===== src/rtl/vending_pkg.sv =====
// Shared definitions for the vending controller: FSM state encoding and coin values.
package vending_pkg;

  typedef enum logic [1:0] {
    COLLECT = 2'd0,
    VEND    = 2'd1,
    REFUND  = 2'd2
  } state_t;

  localparam logic [2:0] COIN_ONE  = 3'd1;
  localparam logic [2:0] COIN_TWO  = 3'd2;
  localparam logic [2:0] COIN_FIVE = 3'd5;

endpackage


===== src/rtl/coin_decoder.sv =====
// Combinational coin decoder: exactly one coin line high is a valid coin.
// Several lines high at once is an invalid coin; no line high is neither.
module coin_decoder
  import vending_pkg::*;
(
  input  logic       one,
  input  logic       two,
  input  logic       five,
  output logic       valid,
  output logic       invalid,
  output logic [2:0] value
);

  // Map the one-hot coin lines to a value; anything else is idle or invalid.
  always_comb begin
    // NOTE: every output gets a default first so no path leaves it unassigned (no latch).
    valid   = 1'b0;
    invalid = 1'b0;
    value   = 3'd0;
    case ({five, two, one})
      3'b000: ;
      3'b001: begin valid = 1'b1; value = COIN_ONE;  end
      3'b010: begin valid = 1'b1; value = COIN_TWO;  end
      3'b100: begin valid = 1'b1; value = COIN_FIVE; end
      default: invalid = 1'b1;
    endcase
  end

endmodule


===== src/rtl/vending_controller.sv =====
// Vending controller: accumulates coins, dispenses with change once the price
// is reached, refunds on cancel, and locks out coins for a fixed time after.
module vending_controller
  import vending_pkg::*;
#(
  parameter int PRICE       = 5,
  parameter int CREDIT_W    = 4,
  parameter int VEND_CYCLES = 2
) (
  input  logic                clk,
  input  logic                reset,
  input  logic                one,
  input  logic                two,
  input  logic                five,
  input  logic                cancel,
  output logic                d,
  output logic [CREDIT_W-1:0] r,
  output logic                rf,
  output logic                rej,
  output logic [CREDIT_W-1:0] credit,
  output logic                busy
);

  // Sums are kept one bit wider than credit so comparisons never wrap.
  localparam logic [CREDIT_W:0] PRICE_X   = (CREDIT_W + 1)'(PRICE);
  // Lockout counter is loaded so that busy stays high for exactly VEND_CYCLES cycles.
  localparam logic [3:0]        LOCK_INIT = 4'(VEND_CYCLES - 1);

  state_t              state_q, state_d;
  logic [3:0]          cnt_q, cnt_d;
  logic [CREDIT_W-1:0] credit_d, r_d;
  logic                d_d, rf_d, rej_d, busy_d;

  logic                coin_valid, coin_invalid;
  logic [2:0]          coin_value;
  logic [CREDIT_W:0]   sum;

  coin_decoder u_coin_decoder (
    .one     (one),
    .two     (two),
    .five    (five),
    .valid   (coin_valid),
    .invalid (coin_invalid),
    .value   (coin_value)
  );

  // Credit plus the coin being offered this cycle (zero if none or invalid).
  assign sum = {1'b0, credit} +
               (coin_valid ? {{(CREDIT_W - 2){1'b0}}, coin_value} : '0);

  // Next-state and next-output logic; every output pulse is a default-zero.
  always_comb begin
    state_d  = state_q;
    cnt_d    = cnt_q;
    credit_d = credit;
    r_d      = '0;
    d_d      = 1'b0;
    rf_d     = 1'b0;
    rej_d    = 1'b0;
    busy_d   = 1'b0;
    case (state_q)
      COLLECT: begin
        rej_d = coin_invalid;
        if (cancel) begin
          // Cancel takes priority over a vend triggered by the same coin.
          if (sum != '0) begin
            rf_d     = 1'b1;
            r_d      = sum[CREDIT_W-1:0];
            credit_d = '0;
            state_d  = REFUND;
            cnt_d    = LOCK_INIT;
            busy_d   = 1'b1;
          end
        end else if (coin_valid) begin
          if (sum < PRICE_X) begin
            credit_d = sum[CREDIT_W-1:0];
          end else begin
            d_d      = 1'b1;
            r_d      = CREDIT_W'(sum - PRICE_X);
            credit_d = '0;
            state_d  = VEND;
            cnt_d    = LOCK_INIT;
            busy_d   = 1'b1;
          end
        end
      end
      VEND, REFUND: begin
        // During lockout every coin is bounced and cancel has no effect.
        rej_d  = one | two | five;
        busy_d = 1'b1;
        if (cnt_q == 4'd0) begin
          state_d = COLLECT;
          busy_d  = 1'b0;
        end else begin
          cnt_d = cnt_q - 4'd1;
        end
      end
      default: state_d = COLLECT;
    endcase
  end

  // State, counter, credit and all outputs registered; reset is synchronous.
  always_ff @(posedge clk) begin
    if (reset) begin
      // NOTE: non-blocking assignments so every register samples pre-edge values.
      state_q <= COLLECT;
      cnt_q   <= 4'd0;
      credit  <= '0;
      r       <= '0;
      d       <= 1'b0;
      rf      <= 1'b0;
      rej     <= 1'b0;
      busy    <= 1'b0;
    end else begin
      state_q <= state_d;
      cnt_q   <= cnt_d;
      credit  <= credit_d;
      r       <= r_d;
      d       <= d_d;
      rf      <= rf_d;
      rej     <= rej_d;
      busy    <= busy_d;
    end
  end

endmodule

===== config.mk =====
export PLATFORM = sky130hd
export DESIGN_NAME = vending_controller
export DESIGN_NICKNAME = d
export VERILOG_FILES = /design/src/rtl/vending_pkg.sv /design/src/rtl/coin_decoder.sv /design/src/rtl/vending_controller.sv
export SDC_FILE = /design/constraint.sdc
export NUM_CORES = 1
export LEC_CHECK = 0
export ABC_AREA = 1
export BUFFER_PORTS_ARGS = -buffer_cell sky130_fd_sc_hd__buf_2
export CAP_MARGIN = 10
export CORE_ASPECT_RATIO = 0.6
export CORE_MARGIN = 1.5
export CORE_UTILIZATION = 45
export DETAILED_ROUTE_END_ITERATION = 10
export PLACE_DENSITY = 0.66
export SETUP_SLACK_MARGIN = 0.3
export SLEW_MARGIN = 20
export SYNTH_ARGS = -nofsm -noshare
export SYNTH_HDL_FRONTEND = slang
export SYNTH_SLANG_ARGS = --single-unit

===== constraint.sdc =====
create_clock -name clk -period 5.15 [get_ports clk]
set_clock_uncertainty 0.15 [all_clocks]
set_input_delay 0.2575 -clock clk [delete_from_list [all_inputs] [get_ports clk]]
set_output_delay 0.2575 -clock clk [all_outputs]
set_load 0.02 [all_outputs]

==> metrics.txt, run 1 <==
worst-skew pair later-pin latency 0.26 ns; critical path launch point one; first-pass GRT wire length 4.18 mm; clock slew at reported path FFs 0.07 ns; CP Buf/Inv Count 3; floorplan row count 14; area leader, netlist dfxtp_1; DRC 0; R2R Path End cnt_q[1]; final instance area 0.00134 mm2; overall power 0.623 mW; most frequent cells after synthesis nand2_1, inv_1, dfxtp_1; worst hold path class primary input to flip-flop; CP max FO 6; drt total wl 2.42 mm; RSZ-0062 raised after global routing false; DR WL/cell 11.5 um; CTS tree built; area grow syn2layout 15.2%; Post-CTS Hold Fix Bufs 0; hold path depth 2; Post-synth EDFFs 0; worst hold path endpoint cnt_q[2]; die area 0.00291 mm2; root buf cell clkbuf_8; Gate power share 52.0%; Die Ht 42.4 um; # setup viols final 0; Tcrit/Tclk final 46.7%; internal power 0.349 mW; Psw 0.273 mW; slowest CP cell fa_1; top cells by area, synth dfxtp_1, nand2_1, ha_1; Async S/R FF share, synth 0%; Primary FF master, synth dfxtp_1; Yosys reg bits 18; Avg Inst Size Synth 7.36 um2; Flop pwr share 29.1%; HP Start reset; Synth Instances 158; DR vias/cell 5.22; vias in the first global route 929; total track usage 19.7%; switching share of power 43.9%; DRT antenna net count 0; final setup TNS 0 ns; Yosys cell types 29; Core Box Area 0.00247 mm2; TritonCTS buffer count 3; detailed router's first-iteration violation count 80; top-count cell post-synth nand2_1; clk buf depth 2; CP startpoint kind primary input; Final #Nets 193; Cell Area, Synth 0.00116 mm2; Max-Cap Viols 0; ANT cells 0; Ports 18; register area share after synthesis 31.0%; status finished, final reports clean; Clock power frac 18.9%; Post-CTS Setup Repair Bufs 0; top-area cell type share of the netlist area 31.0%; Crit path largest cell delay 0.48 ns; GRT overflow 0; clk sink count 18; Die W 68.6 um; share of cells above drive strength 1 27.5%; router iterations before antenna repair 4; Final Hold Slack 0.180 ns; P_leak 0.654 nW; via count 1097; CP endpoint kind flip-flop; CTS resizes 0; FF-to-FF setup slack 2.79 ns; H-tree Lvls 1; critical path type primary input to flip-flop; max_slew headroom 73.9%; hpwl dp 1.93 mm; Synth warnings 0; IR drop worst, VDD 242 uV; post-placement cell area 0.00128 mm2; worst-path cell chain buf_2, nor2_1, nand2_2, nand2_2, ha_1, fa_1, inv_1, ha_1, inv_1, nor2_2, nand4_1, nand2_1, nand2_2, nand4_1, o21ai_0; largest net degree at the start of global routing 12; Port Buf Inserts 17; crit-path leading delay family simple AND/OR/NAND/NOR gates; initial antenna violation count 0; R2R cell count 12; GP Congestion 0.841; Hold Vio Cnt, Final 0; fin util 54.2%; syn_nets 172; PwrDens 465 mW/mm2; initial core utilization 47.1%; critical path data arrival time 2.40 ns; fmax 416 MHz; slew of the pin with the lowest slew margin 0.388 ns; worst r2r src credit[0]; most frequent CP cell nand2_2; WP data required 5.15 ns; Slew Limit Fails 0; min Tclk post-route 2.41 ns
==> cell usage in the layout (no fill, tap or decap), drive strengths merged <==
| master | instances |
|---|---|
| clkbuf | 4 |
| inv | 22 |
| o21ai | 7 |
| clkinv | 1 |
| o22ai | 1 |
| nand4 | 6 |
| nor3 | 2 |
| nor3b | 1 |
| xor2 | 2 |
| bufinv | 1 |
| ha | 7 |
| buf | 17 |
| a21oi | 16 |
| fa | 1 |
| nor2 | 16 |
| a211oi | 1 |
| dfxtp | 18 |
| nand2 | 36 |
| nand3 | 15 |
| o31ai | 1 |
| or2 | 3 |
==> logic make-up after synthesis <==
logic type | synth area share (%)
buffers and inverters | 9.36
AO/OA/AOI/OAI | 13.0
XOR/XNOR | 1.51
adder cells (fa/ha/maj) | 9.26
flip-flops | 31.0
AND/OR/NAND/NOR | 35.8
==> worst max-delay path by stage <==
| stage | endpoint | slack (ns) | cells after the start |
|---|---|---|---|
| final | state_q[1] | 2.74 | 15 |
| after global routing | state_q[0] | 2.55 | 16 |
| after CTS | state_q[1] | 2.75 | 15 |
| after detailed placement | state_q[1] | 2.48 | 15 |
| after global placement | state_q[1] | 2.55 | 15 |
| after floorplan | cnt_q[0] | 2.86 | 14 |
==> registers in the layout, indices dropped and copies added, names as in the netlist <==
name     cells
state_q      2
rej          1
r            4
rf           1
credit       4
d            1
cnt_q        4
busy         1
==> through the flow <==
stage	cells	worst slack [ns]
2_1_floorplan	158	2.86
3_3_place_gp	206	2.55
3_5_place_dp	206	2.48
4_1_cts	210	2.75
5_1_grt	210	2.55
6_report	210	2.74
==> layer usage <==
metal	track usage [%]	vias up	wire length, um
met2	25.6	34	981
met1	30.4	496	1260
li1	-	562	-
met5	0	-	0
met4	5.60	0	24
met3	6.45	5	162
==> power groups by stage <==
stage	logic (mW)	registers (mW)	clock network, mW
final	0.324	0.181	0.117
after global routing	0.363	0.185	0.128
after CTS	0.321	0.181	0.121
after detailed placement	0.319	0.183	0
after global placement	0.313	0.183	0
after floorplan	0.241	0.196	0
==> final cells by class <==
cell class	instances	area, um2
inverter	24	105
multi-input combinational	115	693
sequential	18	360
clock buffer	4	55.1
fill	233	1130
timing repair buffer	17	85.1
tap	32	40.0
Power figures use the tool's default switching activity.
==> run 2, diff against run 1 <==
--- a/config.mk
+++ b/config.mk
@@ -12,7 +12,7 @@
 export CORE_MARGIN = 1.5
 export CORE_UTILIZATION = 45
 export DETAILED_ROUTE_END_ITERATION = 10
-export PLACE_DENSITY = 0.66
+export PLACE_DENSITY = 0.68
 export SETUP_SLACK_MARGIN = 0.3
 export SLEW_MARGIN = 20
 export SYNTH_ARGS = -nofsm -noshare
==> constraint.sdc (replaced) <==
create_clock -name clk -period 2 [get_ports clk]
set_clock_uncertainty 0.15 [all_clocks]
set_input_delay 0.1 -clock clk [delete_from_list [all_inputs] [get_ports clk]]
set_output_delay 0.1 -clock clk [all_outputs]
set_load 0.02 [all_outputs]
==> metrics.txt, run 2 (synthesized netlist as in run 1, its figures left out) <==
Final Hold Slack 0.0128 ns (-0.168 ns); R2R cell count 11 (-1); initial core utilization 47.1% (unchanged); router iterations before antenna repair 4 (unchanged); via count 1196 (+9.0%); Port Buf Inserts 17 (unchanged); clk sink count 18 (unchanged); CTS tree built; FF-to-FF setup slack -0.18 ns (-2.97 ns); HP Start reset; critical path data arrival time 2.17 ns (-0.23 ns); vias in the first global route 1008 (+8.5%); overall power 1.75 mW (+180%); Ports 18 (unchanged); PwrDens 1070 mW/mm2 (+130%); largest net degree at the start of global routing 12 (unchanged); RSZ-0062 raised after global routing true; Hold Vio Cnt, Final 0 (unchanged); Tcrit/Tclk final 109%; CP endpoint kind flip-flop; status finished, violations left; area grow syn2layout 40.0%; crit-path leading delay family adder cells; TritonCTS buffer count 3 (unchanged); GP Congestion 0.867 (+3.2%); min Tclk post-route 2.18 ns; DRC 0 (unchanged); Die Ht 42.4 um (unchanged); final setup TNS -1.46 ns (-1.46 ns); DR WL/cell 12.4 um (+7.6%); violated checks setup timing; Fillers 206 (-12%); worst hold path class primary input to flip-flop; final instance area 0.00163 mm2 (+22%); H-tree Lvls 1 (unchanged); # setup viols final 13 (+13); first-pass GRT wire length 4.52 mm (+8.1%); drt total wl 2.87 mm (+18%); most frequent CP cell ha_4; biggest regs cnt_q (4), credit (4), r (4); GRT overflow 0 (unchanged); worst r2r src credit[0]; post-placement cell area 0.00148 mm2 (+15%); CP startpoint kind flip-flop; worst hold path endpoint cnt_q[0]; IR drop worst, VDD 645 uV (+170%); Final #Nets 214 (+11%); P_leak 0.762 nW (+17%); fin worst setup slack -0.177 ns (-2.92 ns); fmax 459 MHz; CP max FO 5 (-1); clock slew at reported path FFs 0.07 ns (about the same); floorplan row count 14 (unchanged); root buf cell clkbuf_8; clk buf depth 2 (unchanged); slew of the pin with the lowest slew margin 0.369 ns (-0.0190 ns); Die W 68.6 um (unchanged); Core Box Area 0.00247 mm2 (unchanged); R2R Path End credit[1]; worst-skew pair later-pin latency 0.26 ns (about the same); ANT cells 0 (unchanged); DRT antenna net count 0 (unchanged); max_slew headroom 75.3% (+1.4 points); commonest non-fill, non-tap cell in the layout nand2_1; most frequent cells in the layout nand2_1, buf_4, inv_1, buf_2, dfxtp_1; Crit path largest cell delay 0.46 ns (-0.02 ns); Slew Limit Fails 0 (unchanged); DR vias/cell 5.18 (-0.89%); CP Buf/Inv Count 3 (unchanged); slowest CP cell fa_2; hold path depth 2 (unchanged); total track usage 21.6% (+1.8 points); detailed router's first-iteration violation count 76 (-5.0%); share of cells above drive strength 1 48.2% (+21 points); Max-Cap Viols 0 (unchanged); WP data required 1.99 ns (-3.16 ns); critical path type flip-flop to flip-flop; initial antenna violation count 0 (unchanged); hpwl dp 2.20 mm (+14%); worst-path cell chain ha_4, fa_2, inv_2, ha_4, inv_4, nor2_4, nand4_1, nand2_2, clkinv_4, nand3_1, a21oi_1; die area 0.00291 mm2 (unchanged)
[run 2: cell count changes in the layout (fill, tap and decap cells not counted), moves of 7 or more]
cell,previous run,this run
buf_4,0,20
nand3_2,2,9
nand3_1,13,6
nand2_1,28,21
[run 2: what timing repair did]
action	CTS	global route
cloned	0	0
pin swaps	9	2
endpoints found under the hold margin	1	0
endpoints found under the setup margin	17	17
buffers inserted	3	0
gates resized for setup	16	5
hold buffers	1	0
[run 2: how the worst max path moves through the flow]
| stage | to | startpoint | depth (start not counted) | slack [ns] |
|---|---|---|---|---|
| after floorplan | cnt_q[1] | credit[0] | 12 | -0.13 |
| after global placement | state_q[1] | five | 13 | -0.30 |
| after detailed placement | state_q[1] | five | 15 | -0.39 |
| after CTS | cnt_q[1] | credit[0] | 12 | -0.12 |
| after global routing | state_q[1] | credit[0] | 11 | -0.23 |
| final | credit[1] | credit[0] | 11 | -0.18 |
[run 2: metal layers]
| layer | vias up | part of all wire, % | global-route usage, % |
|---|---|---|---|
| li1 | 607 | - | - |
| met1 | 545 | 49 | 31.3 |
| met2 | 40 | 41 | 30.0 |
| met3 | 4 | 8.3 | 5.65 |
| met4 | 0 | 1.4 | 8.40 |
| met5 | - | 0 | 0 |
[run 2: worst register-to-register path, delay by kind of cell (launching register included)]
family	cells	cell delay (ns)
compound gates	1	0.07
fa+ha+maj	3	0.76
simple gates	4	0.50
flops	1	0.35
buf+inv	3	0.23
[run 2: where the power goes]
part	internal, mW	switching, mW	total, mW
clock	0.142	0.124	0.266
sequential	0.430	0.0352	0.465
combinational	0.375	0.642	1.02
[run 2: layout make-up]
type / instances / area, um2 / area share (%)
inverter: 24 / 111 / 6.84
timing repair buffer: 38 / 245 / 15.1
sequential: 18 / 365 / 22.4
clock buffer: 4 / 45.0 / 2.77
tap: 32 / 40.0 / 2.46
multi-input combinational: 115 / 821 / 50.4
[run 2: through the flow]
step	std cells	utilization [%]	worst slack, ns
2_1_floorplan	158	-	-0.128
3_3_place_gp	223	60.0	-0.301
3_5_place_dp	223	60.0	-0.386
4_1_cts	231	65.5	-0.117
5_1_grt	231	65.9	-0.230
6_report	231	65.9	-0.177
==> run 3, diff against run 2 <==
--- a/config.mk
+++ b/config.mk
@@ -8,11 +8,9 @@
 export ABC_AREA = 1
 export BUFFER_PORTS_ARGS = -buffer_cell sky130_fd_sc_hd__buf_2
 export CAP_MARGIN = 10
-export CORE_ASPECT_RATIO = 0.6
 export CORE_MARGIN = 1.5
-export CORE_UTILIZATION = 45
+export CORE_UTILIZATION = 35
 export DETAILED_ROUTE_END_ITERATION = 10
-export PLACE_DENSITY = 0.68
 export SETUP_SLACK_MARGIN = 0.3
 export SLEW_MARGIN = 20
 export SYNTH_ARGS = -nofsm -noshare
==> metrics.txt, run 3 (synthesized netlist as in run 1, its figures left out) <==
DRC 0 (unchanged); min Tclk post-route 2.16 ns (-0.0137 ns); first-pass GRT wire length 4.80 mm (+6.3%); CTS tree built; max_slew headroom 77.2% (+1.9 points); critical path type flip-flop to flip-flop; CP startpoint kind flip-flop; # setup viols final 14 (+1); Hold Vio Cnt, Final 0 (unchanged); worst r2r src credit[0]; GRT overflow 0 (unchanged); DR WL/cell 11.6 um (-6.2%); Core Box Area 0.00310 mm2 (+26%); DRT antenna net count 0 (unchanged); Slew Limit Fails 0 (unchanged); post-placement cell area 0.00149 mm2 (+0.51%); share of cells above drive strength 1 44.2% (-4.0 points); fin util 51.9% (-14 points); ANT cells 0 (unchanged); Fillers 319 (+55%); area grow syn2layout 38.6%; most frequent cells in the layout nand2_1, inv_1, buf_4; FF-to-FF setup slack -0.16 ns (about the same); TritonCTS buffer count 3 (unchanged); clk sink count 18 (unchanged); Port Buf Inserts 17 (unchanged); Ports 18 (unchanged); Tcrit/Tclk final 108% (-0.69 points); biggest regs cnt_q (4), credit (4), r (4); worst hold path class primary input to flip-flop; commonest non-fill, non-tap cell in the layout nand2_1; root buf cell clkbuf_4; vias in the first global route 1137 (+13%); initial antenna violation count 0 (unchanged); CP endpoint kind flip-flop; router iterations before antenna repair 4 (unchanged); critical path launch point credit[0]; RSZ-0062 raised after global routing true; largest net degree at the start of global routing 12 (unchanged); Die W 60.6 um (-12%); die area 0.00368 mm2 (+26%); hold path depth 4 (+2); HP Start two; worst-skew pair later-pin latency 0.30 ns (+0.04 ns); CP max FO 6 (+1); Final #Nets 214 (unchanged); fin worst setup slack -0.164 ns (+0.0137 ns); fmax 462 MHz (+0.63%); total track usage 17.1% (-4.5 points); drt total wl 2.83 mm (-1.4%); initial core utilization 37.5% (-9.6 points); DR vias/cell 4.79 (-7.4%); GP Congestion 0.795 (-8.4%); PwrDens 1020 mW/mm2 (-5.0%); hpwl dp 2.16 mm (-2.2%); final instance area 0.00161 mm2 (-1.0%); critical path data arrival time 2.22 ns (+0.05 ns); via count 1165 (-2.6%); status finished, violations left; Max-Cap Viols 0 (unchanged); violated checks setup timing; P_leak 0.754 nW (-0.97%); slew of the pin with the lowest slew margin 0.341 ns (-0.0283 ns); WP data required 2.05 ns (+0.06 ns); clk buf depth 2 (unchanged); clock slew at reported path FFs 0.11 ns (+0.04 ns); Die Ht 60.6 um (+43%); R2R cell count 12 (+1); floorplan row count 20 (+6); detailed router's first-iteration violation count 54 (-29%); H-tree Lvls 1 (unchanged); IR drop worst, VDD 697 uV (+8.2%)
run 3: cell count changes in the layout (fill, tap and decap cells not counted), sizes merged:
cell / delta
dlygate4sd3: +1
buf: -1
run 3: final cells by class:
class	count	area, um2	area share, %
well taps	44	55.1	3.42
multi-input cells	115	802	49.8
clock buffers	4	26.3	1.63
flip-flops and latches	18	365	22.7
inverters	24	111	6.91
repair buffers	38	251	15.6
run 3: final timing paths:
| kind | end |
|---|---|
| max reg2reg | cnt_q[1] |
| min | rej |
| min reg2reg | cnt_q[2] |
| max | cnt_q[1] |
run 3: through the flow:
stage	hold WS, ns	power (mW)	worst slack (ns)	TNS [ns]	cells
floorplan	0.105	1.19	-0.128	-0.705	158
global placement	0.279	1.37	-0.319	-3.62	234
detailed placement	0.294	1.39	-0.376	-4.41	234
CTS	-0.0324	1.63	-0.148	-1.31	240
global route	0.111	1.78	-0.274	-3.14	243
finish	0.0875	1.64	-0.164	-1.57	243
run 3: report_power, final:
part	total [mW]	internal (mW)	switching [mW]
sequential	0.467	0.429	0.0372
clock	0.198	0.0777	0.120
combinational	0.979	0.365	0.615
total	1.64	0.872	0.772
run 3: critical path: stages (launching register included):
cell and delay [ns]:
dfxtp_4 0.37, ha_4 0.16, fa_2 0.57, inv_2 0.06, ha_4 0.16, inv_4 0.06
nor2_4 0.03, nand4_1 0.12, nand2_2 0.08, nand2_4 0.11, nand3_2 0.09, nand2_2 0.07
nor2_2 0.03
run 3: layer usage:
| layer | track usage [%] | share of wire (%) | wire length (um) | vias to the layer above |
|---|---|---|---|---|
| met5 | 0 | 0 | 0 | - |
| met4 | 2.80 | 0.67 | 19 | 0 |
| met3 | 3.84 | 3.3 | 94 | 2 |
| met2 | 31.2 | 48 | 1370 | 22 |
| met1 | 20.8 | 48 | 1350 | 538 |
| li1 | - | - | - | 603 |
run 3: timing repair:
item,in CTS,in global routing
buffers inserted,1,2
endpoints found under the setup margin,17,17
hold buffers,1,1
gates resized for setup,13,2
pin swaps,10,3
hold endpoints to repair,8,3
